--- src/rtl/note_div_pkg.sv ---
// Shared constants and helpers for the note divider bank: the equal-temperament
// divisor table and the semitone/octave to half-period divisor mapping.
package note_div_pkg;

    localparam logic [9:0] NOTE_DIV [12] = '{
        10'd631, 10'd596, 10'd562, 10'd531, 10'd501, 10'd473,
        10'd446, 10'd421, 10'd398, 10'd375, 10'd354, 10'd334
    };

    localparam logic [2:0] BASE_OCT = 3'd3;
    localparam logic [3:0] SEMI_MAX = 4'd11;

    // (NOTE_DIV[semi] << 3) >> oct, masked to cnt_w bits (cnt_w >= 13 keeps every value intact)
    function automatic logic [31:0] note_target(input logic [3:0] semi,
                                                input logic [2:0] oct,
                                                input int unsigned cnt_w);
        logic [3:0]  idx;
        logic [31:0] div;
        idx = (semi > SEMI_MAX) ? 4'd0 : semi;
        div = {22'd0, NOTE_DIV[idx]} << 3;
        div = div >> oct;
        if (cnt_w < 32)
            div = div & ((32'd1 << cnt_w) - 32'd1);
        return div;
    endfunction

endpackage

--- src/rtl/note_div_ch.sv ---
// One note divider channel: input capture, registered target, half-period counter,
// wave/tick outputs. Portamento enabled by defining NOTE_DIV_GLIDE_EN.
module note_div_ch
    import note_div_pkg::*;
#(
    parameter int unsigned CNT_W      = 24,
    parameter int unsigned GLIDE_STEP = 4
) (
    input  logic             clk,
    input  logic             rst_n,
    input  logic             en,
    input  logic [3:0]       semi,
    input  logic [2:0]       oct,
    output logic             wave,
    output logic             tick,
    output logic [CNT_W-1:0] div_act
);

    if (CNT_W < 13) begin : g_cnt_w_check
        $error("note_div_ch: CNT_W must be at least 13");
    end
    if (GLIDE_STEP == 0 || GLIDE_STEP > 255) begin : g_step_check
        $error("note_div_ch: GLIDE_STEP must be in 1..255");
    end

    localparam logic [CNT_W-1:0] RST_DIV = CNT_W'(note_target(4'd0, BASE_OCT, CNT_W));

    logic [3:0]       semi_q;
    logic [3:0]       semi_nxt;
    logic [CNT_W-1:0] target;
    logic [CNT_W-1:0] target_nxt;
    logic [CNT_W-1:0] cnt;
    logic [CNT_W-1:0] div_nxt;

    // Target is built from the values being captured this cycle, so it lands one cycle after the input
    always_comb begin
        semi_nxt   = (semi > SEMI_MAX) ? semi_q : semi;
        target_nxt = CNT_W'(note_target(semi_nxt, oct, CNT_W));
    end

`ifdef NOTE_DIV_GLIDE_EN
    localparam logic [CNT_W-1:0] STEP = CNT_W'(GLIDE_STEP);
    logic [CNT_W-1:0] diff;

    always_comb begin
        diff    = '0;
        div_nxt = target;
        if (target > div_act) begin
            diff    = target - div_act;
            div_nxt = div_act + ((diff < STEP) ? diff : STEP);
        end else if (target < div_act) begin
            diff    = div_act - target;
            div_nxt = div_act - ((diff < STEP) ? diff : STEP);
        end
    end
`else
    always_comb begin
        div_nxt = target;
    end
`endif

    always_ff @(posedge clk or negedge rst_n) begin
        if (!rst_n) begin
            semi_q  <= '0;
            target  <= RST_DIV;
            cnt     <= '0;
            wave    <= 1'b0;
            tick    <= 1'b0;
            div_act <= RST_DIV;
        end else begin
            semi_q <= semi_nxt;
            target <= target_nxt;
            if (!en) begin
                cnt     <= '0;
                wave    <= 1'b0;
                tick    <= 1'b0;
                div_act <= target;
            end else if (cnt == div_act - 1'b1) begin
                cnt     <= '0;
                wave    <= ~wave;
                tick    <= 1'b1;
                div_act <= div_nxt;
            end else begin
                cnt     <= cnt + 1'b1;
                tick    <= 1'b0;
            end
        end
    end

endmodule

--- src/rtl/note_div_bank.sv ---
// Bank of N_CH independent note divider channels sharing only clk/rst_n.
// Optional portamento per channel when NOTE_DIV_GLIDE_EN is defined.
module note_div_bank
    import note_div_pkg::*;
#(
    parameter int unsigned N_CH       = 2,
    parameter int unsigned CNT_W      = 24,
    parameter int unsigned GLIDE_STEP = 4
) (
    input  logic                  clk,
    input  logic                  rst_n,
    input  logic [N_CH-1:0]       ch_en,
    input  logic [4*N_CH-1:0]     semi,
    input  logic [3*N_CH-1:0]     oct,
    output logic [N_CH-1:0]       wave,
    output logic [N_CH-1:0]       tick,
    output logic [CNT_W*N_CH-1:0] div_act
);

    for (genvar i = 0; i < N_CH; i++) begin : g_ch
        note_div_ch #(
            .CNT_W      (CNT_W),
            .GLIDE_STEP (GLIDE_STEP)
        ) u_ch (
            .clk     (clk),
            .rst_n   (rst_n),
            .en      (ch_en[i]),
            .semi    (semi[4*i +: 4]),
            .oct     (oct[3*i +: 3]),
            .wave    (wave[i]),
            .tick    (tick[i]),
            .div_act (div_act[CNT_W*i +: CNT_W])
        );
    end

endmodule
--- config.mk ---
export PLATFORM = sky130hd
export DESIGN_NAME = note_div_bank
export DESIGN_NICKNAME = d
export VERILOG_FILES = /design/src/rtl/note_div_pkg.sv /design/src/rtl/note_div_ch.sv /design/src/rtl/note_div_bank.sv
export SDC_FILE = /design/constraint.sdc
export NUM_CORES = 1
export LEC_CHECK = 0
export CAP_MARGIN = 30
export CORE_ASPECT_RATIO = 0.75
export CORE_UTILIZATION = 25
export CTS_CLUSTER_SIZE = 14
export DETAILED_ROUTE_END_ITERATION = 7
export HOLD_SLACK_MARGIN = 0.02
export PLACE_DENSITY = 0.41
export SETUP_SLACK_MARGIN = 0.15
export SLEW_MARGIN = 40
export SYNTH_ARGS = -nofsm -noshare
export SYNTH_HDL_FRONTEND = slang
export SYNTH_HIERARCHICAL = 1
export SYNTH_SLANG_ARGS = --single-unit
--- constraint.sdc ---
create_clock -name clk -period 3.94 [get_ports clk]
set_input_delay 0.394 -clock clk [delete_from_list [all_inputs] [get_ports clk]]
set_output_delay 0.394 -clock clk [all_outputs]
set_load 0.005 [all_outputs]
# Yosys cells after proc, flatten, opt, wreduce, memory -nomap -nowiden

Memory sizes are Yosys's and may differ from the RTL's.
Cells that the tools add are included.
W data, S select, Z words.

$add $sub $neg: 4
Bitwise operators: 4
Magnitude comparators: 6
Equality and inequality tests: 4
Shift-type cells: 2
Mux-type cells: 24

Operators by type and width:

| operator                | count |
|---|---|
| $mux W24                | 8 |
| $add A24 B1 Y24 const B | 2 |
| $eq A24 B24 Y1          | 2 |
| $shr A13 B3 Y24         | 2 |
| $sub A24 B1 Y24 const B | 2 |
| $mux W10                | 4 |
| $gt A4 B4 Y1 const B    | 4 |
| $mux W4                 | 4 |
| $ge A5 B5 Y1 const B    | 2 |
| $not A4 Y5              | 2 |
| $mux W1                 | 8 |
| $ne A2 B1 Y1 const B    | 2 |
| $not A1 Y1              | 2 |

Memories kept: 2
Memory bits (read-only): 320
Input bits: 18
Register bits after elaboration: 156
Output and inout bits: 52

Memories:

| memory           | depth | width | read ports | clocked after Yosys merged registers in | write ports | line               | text |
|---|---|---|---|---|---|---|---|
| (name not given) | 16    | 10    | 1          | 0                                       | 0           | note_div_pkg.sv:20 | `div = {22'd0, NOTE_DIV[idx]} << 3;` |
| (name not given) | 16    | 10    | 1          | 0                                       | 0           | note_div_pkg.sv:20 |  |

# Longest topological paths before layout

Word-level depth: 9
Gate-level depth with buffers: 13

# Modules after synthesis

Netlist, hierarchy kept.

By module, submodules not included:

| module                      | times used | seq. area each (um2) | area each (um2) | cells an instance |
|---|---|---|---|---|
| note_div_ch at g_ch[0].u_ch | 1          | 1418.9               | 3500.9          | 366 |
| note_div_ch at g_ch[1].u_ch | 1          | 1418.9               | 3448.3          | 359 |

# Worst setup path before layout

Ideal clock, no wire load.

Path type: register to register
Start: register g_ch[0].u_ch.div_act[0]
End: register g_ch[0].u_ch.div_act[10]
Buffers on the path: 2
Path slack: 0.572 ns
Setup time: 0.125 ns
Required time: 3.815 ns
Cell stages (with the launch flop): 11
Arrival time: 3.244 ns
Period minus slack after synthesis: 3.368 ns
Cell sequence: dfstp_2 inv_1 ha_1 or3b_2 clkbuf_1 nor4_1 o2bb2a_1 a2111o_1 o31ai_4 buf_6 mux2_2

Longest elaborated chain between the ends: 3

Ends and longest elaborated chain:

| element                       | line              | text |
|---|---|---|
| start, declared               | note_div_ch.sv:16 | `output logic [CNT_W-1:0] div_act` |
| start signal, assigned        | note_div_ch.sv:77 | `div_act <= target;` |
| start signal, assigned        | note_div_ch.sv:82 | `div_act <= div_nxt;` |
| $sub A24 B1 Y24               | note_div_ch.sv:78 | `end else if (cnt == div_act - 1'b1) begin` |
| $eq A24 B24 Y1                | note_div_ch.sv:78 |  |
| $ne A2 B1 Y1 (no source line) | -                 |  |

No other way between the ends.
A chain may end at the register's enable or synchronous reset.

# Final worst setup path

Start: register g_ch[0].u_ch.div_act[0]
End: register g_ch[0].u_ch.div_act[8]

The elaborated chain is that of the path after synthesis.

==> impl_metrics.env <==
export IMPL_regToRegSetupSlack_ps=430
export IMPL_track_usage=0.1168
export IMPL_fin_nets=794
export IMPL_drc=0
export IMPL_failed_checks="hold timing"
export IMPL_swShare=0.3085
export IMPL_cts_clk_slew_worst_paths_ps=80
export IMPL_finClkSkew_ps=8.774
export IMPL_cts_root_buf="clkbuf_16"
export IMPL_dp_cells=1096
export IMPL_whs_ps=-17.33
export IMPL_area_growth_pct=14.87
export IMPL_grt_max_degree=61
export IMPL_ant_nets=0
export IMPL_drv_cap=0
export IMPL_synthCells=725
export IMPL_cts_tree="built"
export IMPL_intPower_mw=2.109
export IMPL_syn_cell_area_sq_um=6949
export IMPL_yosys_most_used_dff="dfrtp_1"
export IMPL_outcome="finished with violations"
export IMPL_final_cells=1112
export IMPL_period_needed_ps=3506
export IMPL_rows=52
export IMPL_setup_tns_ps=0
export IMPL_cts_repair_resize_count=0
export IMPL_fin_crit_sh=0.8898
export IMPL_grt_pass1_vias=4802
export IMPL_critPathCapture="g_ch[0].u_ch/div_act[8]"
export IMPL_crit_chain="inv_1 > ha_1 > or3b_2 > nor4_1 > o2bb2a_1 > a2111o_1 > o31ai_4 > buf_4 > mux2_2"
export IMPL_synth_warnings=6
export IMPL_ys_async_sr_fraction=1.000
export IMPL_power_leakage_nw=3.445
export IMPL_end_kind="register"
export IMPL_avgSynthCellArea_sq_um=9.585
export IMPL_die_area_sq_um=28470
export IMPL_p_seq_frac=0.465
export IMPL_start_kind="register"
export IMPL_htreeDepth=3
export IMPL_place_hpwl_um=11820
export IMPL_die_w_um=194.5
export IMPL_post_cts_buffers=0
export IMPL_postPlaceCellArea_sq_um=7684
export IMPL_vias=5059
export IMPL_setup_slack_ps=434.0
export IMPL_overflow=0
export IMPL_wirelength_um=16070
export IMPL_power_density_nw_per_um2=382.2
export IMPL_final_hold_violation_count=2
export IMPL_vias_per_cell=4.549
export IMPL_drive_gt1_frac=0.1196
export IMPL_worstMarginPinSlew_ps=765.9
export IMPL_required_ps=4180
export IMPL_timing_fmax_mhz=285.2
export IMPL_cp_depth=9
export IMPL_finalSetupViolations=0
export IMPL_initial_utilization=0.2561
export IMPL_path_max_fanout=26
export IMPL_final_cell_area_sq_um=7983
export IMPL_fp_coreArea_sq_um=27130
export IMPL_holdCritPathClass="input pin to asynchronous set/reset pin"
export IMPL_drv_slew=0
export IMPL_max_slew_margin=0.4878
export IMPL_rr_endpoint="g_ch[0].u_ch/div_act[8]"
export IMPL_ios=70
export IMPL_crit_slowest_cell="or3b_2"
export IMPL_ys_ff_latch=112
export IMPL_slowest_delay_ps=540
export IMPL_place_congestion=0.7662
export IMPL_dr_first_iter_drc_count=227
export IMPL_fin_util=0.2942
export IMPL_p_total_mw=3.051
export IMPL_crit_family="simple AND/OR/NAND/NOR gates"
export IMPL_p_switching_mw=0.9411
export IMPL_r2r_worst_path_cells=9
export IMPL_cts_hold_buf=0
export IMPL_wire_per_inst_um=14.45
export IMPL_synthDistinctLibCells=69
export IMPL_cts_buffers=9
export IMPL_setup_worst_path_start="g_ch[0].u_ch/div_act[0]"
export IMPL_critPathKind="register to register"
export IMPL_arrival_ps=3750
export IMPL_dr_pass1_iters=4
export IMPL_clockBufferDepth=2
export IMPL_rsz0062_at_grt="false"
export IMPL_die_height_um=146.4
export IMPL_clock_sinks=112
export IMPL_ir_drop_uv=214.6
export IMPL_grt_pass1_wl_um=26360
export IMPL_port_buffers=47
export IMPL_antenna_found_initial=0
export IMPL_synth_edf_count=0
export IMPL_path_buf_inv=2
export IMPL_clkPwrFrac=0.298
export IMPL_power_frac_comb=0.237
export IMPL_crit_reg2reg_launch="g_ch[0].u_ch/div_act[0]"
export IMPL_ys_seq_area_frac=0.4084
export IMPL_dpl_worst_slack_ps=449.4
export IMPL_clock_latency_ps=360
export IMPL_diodes=0
final cells by class:
cell class	count	area, sq um
Clock buffer	12	256.5
Clock inverter	4	36.28
Fill cell	2817	19150
Inverter	37	138.9
Multi-Input combinational cell	539	3715
Sequential cell	112	2838
Tap cell	351	439.2
Timing Repair Buffer	57	559.3
cell usage after synthesis, drive strengths merged (14+ instances only):
library cell  number  area share
dfrtp             84        0.30
nor2              82       0.044
nand2             45       0.024
xor2              43       0.054
inv               37       0.020
buf               34       0.036
mux2i             29       0.042
xnor2             29       0.037
dfstp             28        0.11
mux2              27       0.044
nand3             27       0.019
clkbuf            23       0.013
ha                20       0.036
o21ai             19       0.014
and3              16       0.014
nor3              15       0.011
a21oi             14       0.010
power by group through the flow:
stage	Clock [mW]	Sequential, mW	Combinational, mW
floorplan	0	1.38	0.504
global placement	0	1.44	0.738
detailed placement	0	1.44	0.730
CTS	0.962	1.42	0.734
global route	1.00	1.44	0.807
finish	0.910	1.42	0.724
worst reg2reg max path: stages (launching register included):
cell and delay (ps):
dfstp_2 420, inv_1 70, ha_1 180, or3b_2 540, nor4_1 480, o2bb2a_1 270
a2111o_1 490, o31ai_4 210, buf_4 350, mux2_2 390
sequential cells by signal, indices dropped and copies added (netlist names):
register and flops:
g_ch.u_ch/semi_q 8, g_ch.u_ch/wave 2, g_ch.u_ch/div_act 26, g_ch.u_ch/cnt 48
g_ch.u_ch/div_nxt 26, g_ch.u_ch/tick 2
routing by layer:
layer / vias up / routed length (um) / global-route usage
li1: 2551 / - / -
met3: 8 / 484 / 0.02726
met5: - / 0 / 0
met4: 0 / 121 / 0.02738
met1: 2431 / 9123 / 0.1805
met2: 69 / 6339 / 0.1602
worst min path at each step:
| stage | startpoint | cells after the start | end |
|---|---|---|---|
| after floorplan | rst_n | 0 | g_ch[0].u_ch/cnt[0] |
| after global placement | g_ch[1].u_ch/div_nxt[11] | 1 | g_ch[1].u_ch/div_act[11] |
| after detailed placement | rst_n | 1 | g_ch[0].u_ch/tick |
| after CTS | rst_n | 1 | g_ch[0].u_ch/wave |
| after global routing | rst_n | 1 | g_ch[0].u_ch/tick |
| final | rst_n | 1 | g_ch[0].u_ch/wave |
cell usage in the layout (no fill, tap or decap), types with 4 or more instances in the layout:
cell,Yosys,routed
o21ai_0,19,19
a21o_1,5,5
a31oi_1,11,11
o31ai_1,4,4
nand2_1,45,45
nor2_1,82,82
or4_1,9,9
xnor2_1,29,29
conb_1,2,22
nand3_1,27,27
nand3b_1,6,6
clkdlybuf4s50_1,0,46
ha_1,20,20
and4_1,9,9
nor3_1,15,15
o211ai_1,6,6
buf_4,26,9
xor2_1,43,43
nand4_1,10,10
clkbuf_16,0,9
nand2b_1,9,9
mux2_1,4,4
nor2b_1,8,8
inv_1,37,37
dfrtp_1,84,84
mux2i_1,29,29
a21oi_1,14,14
nor4_1,10,9
and3_1,16,16
a211oi_1,7,7
o22ai_1,5,5
mux2_2,23,23
dfstp_2,28,28
cells by family (layout without fill, tap and decap cells):
logic type	count (synthesis)	after routing	synth area share
AND/OR/NAND/NOR	267	267	0.2002
flip-flops	112	112	0.4084
AO/OA/AOI/OAI	100	100	0.1028
buffers and inverters	94	110	0.06878
XOR/XNOR	73	73	0.09399
multiplexers	57	57	0.08876
adder cells (fa/ha/maj)	20	20	0.03601
other	2	22	0.001081
Note: power is estimated with default switching activity, not from simulation.
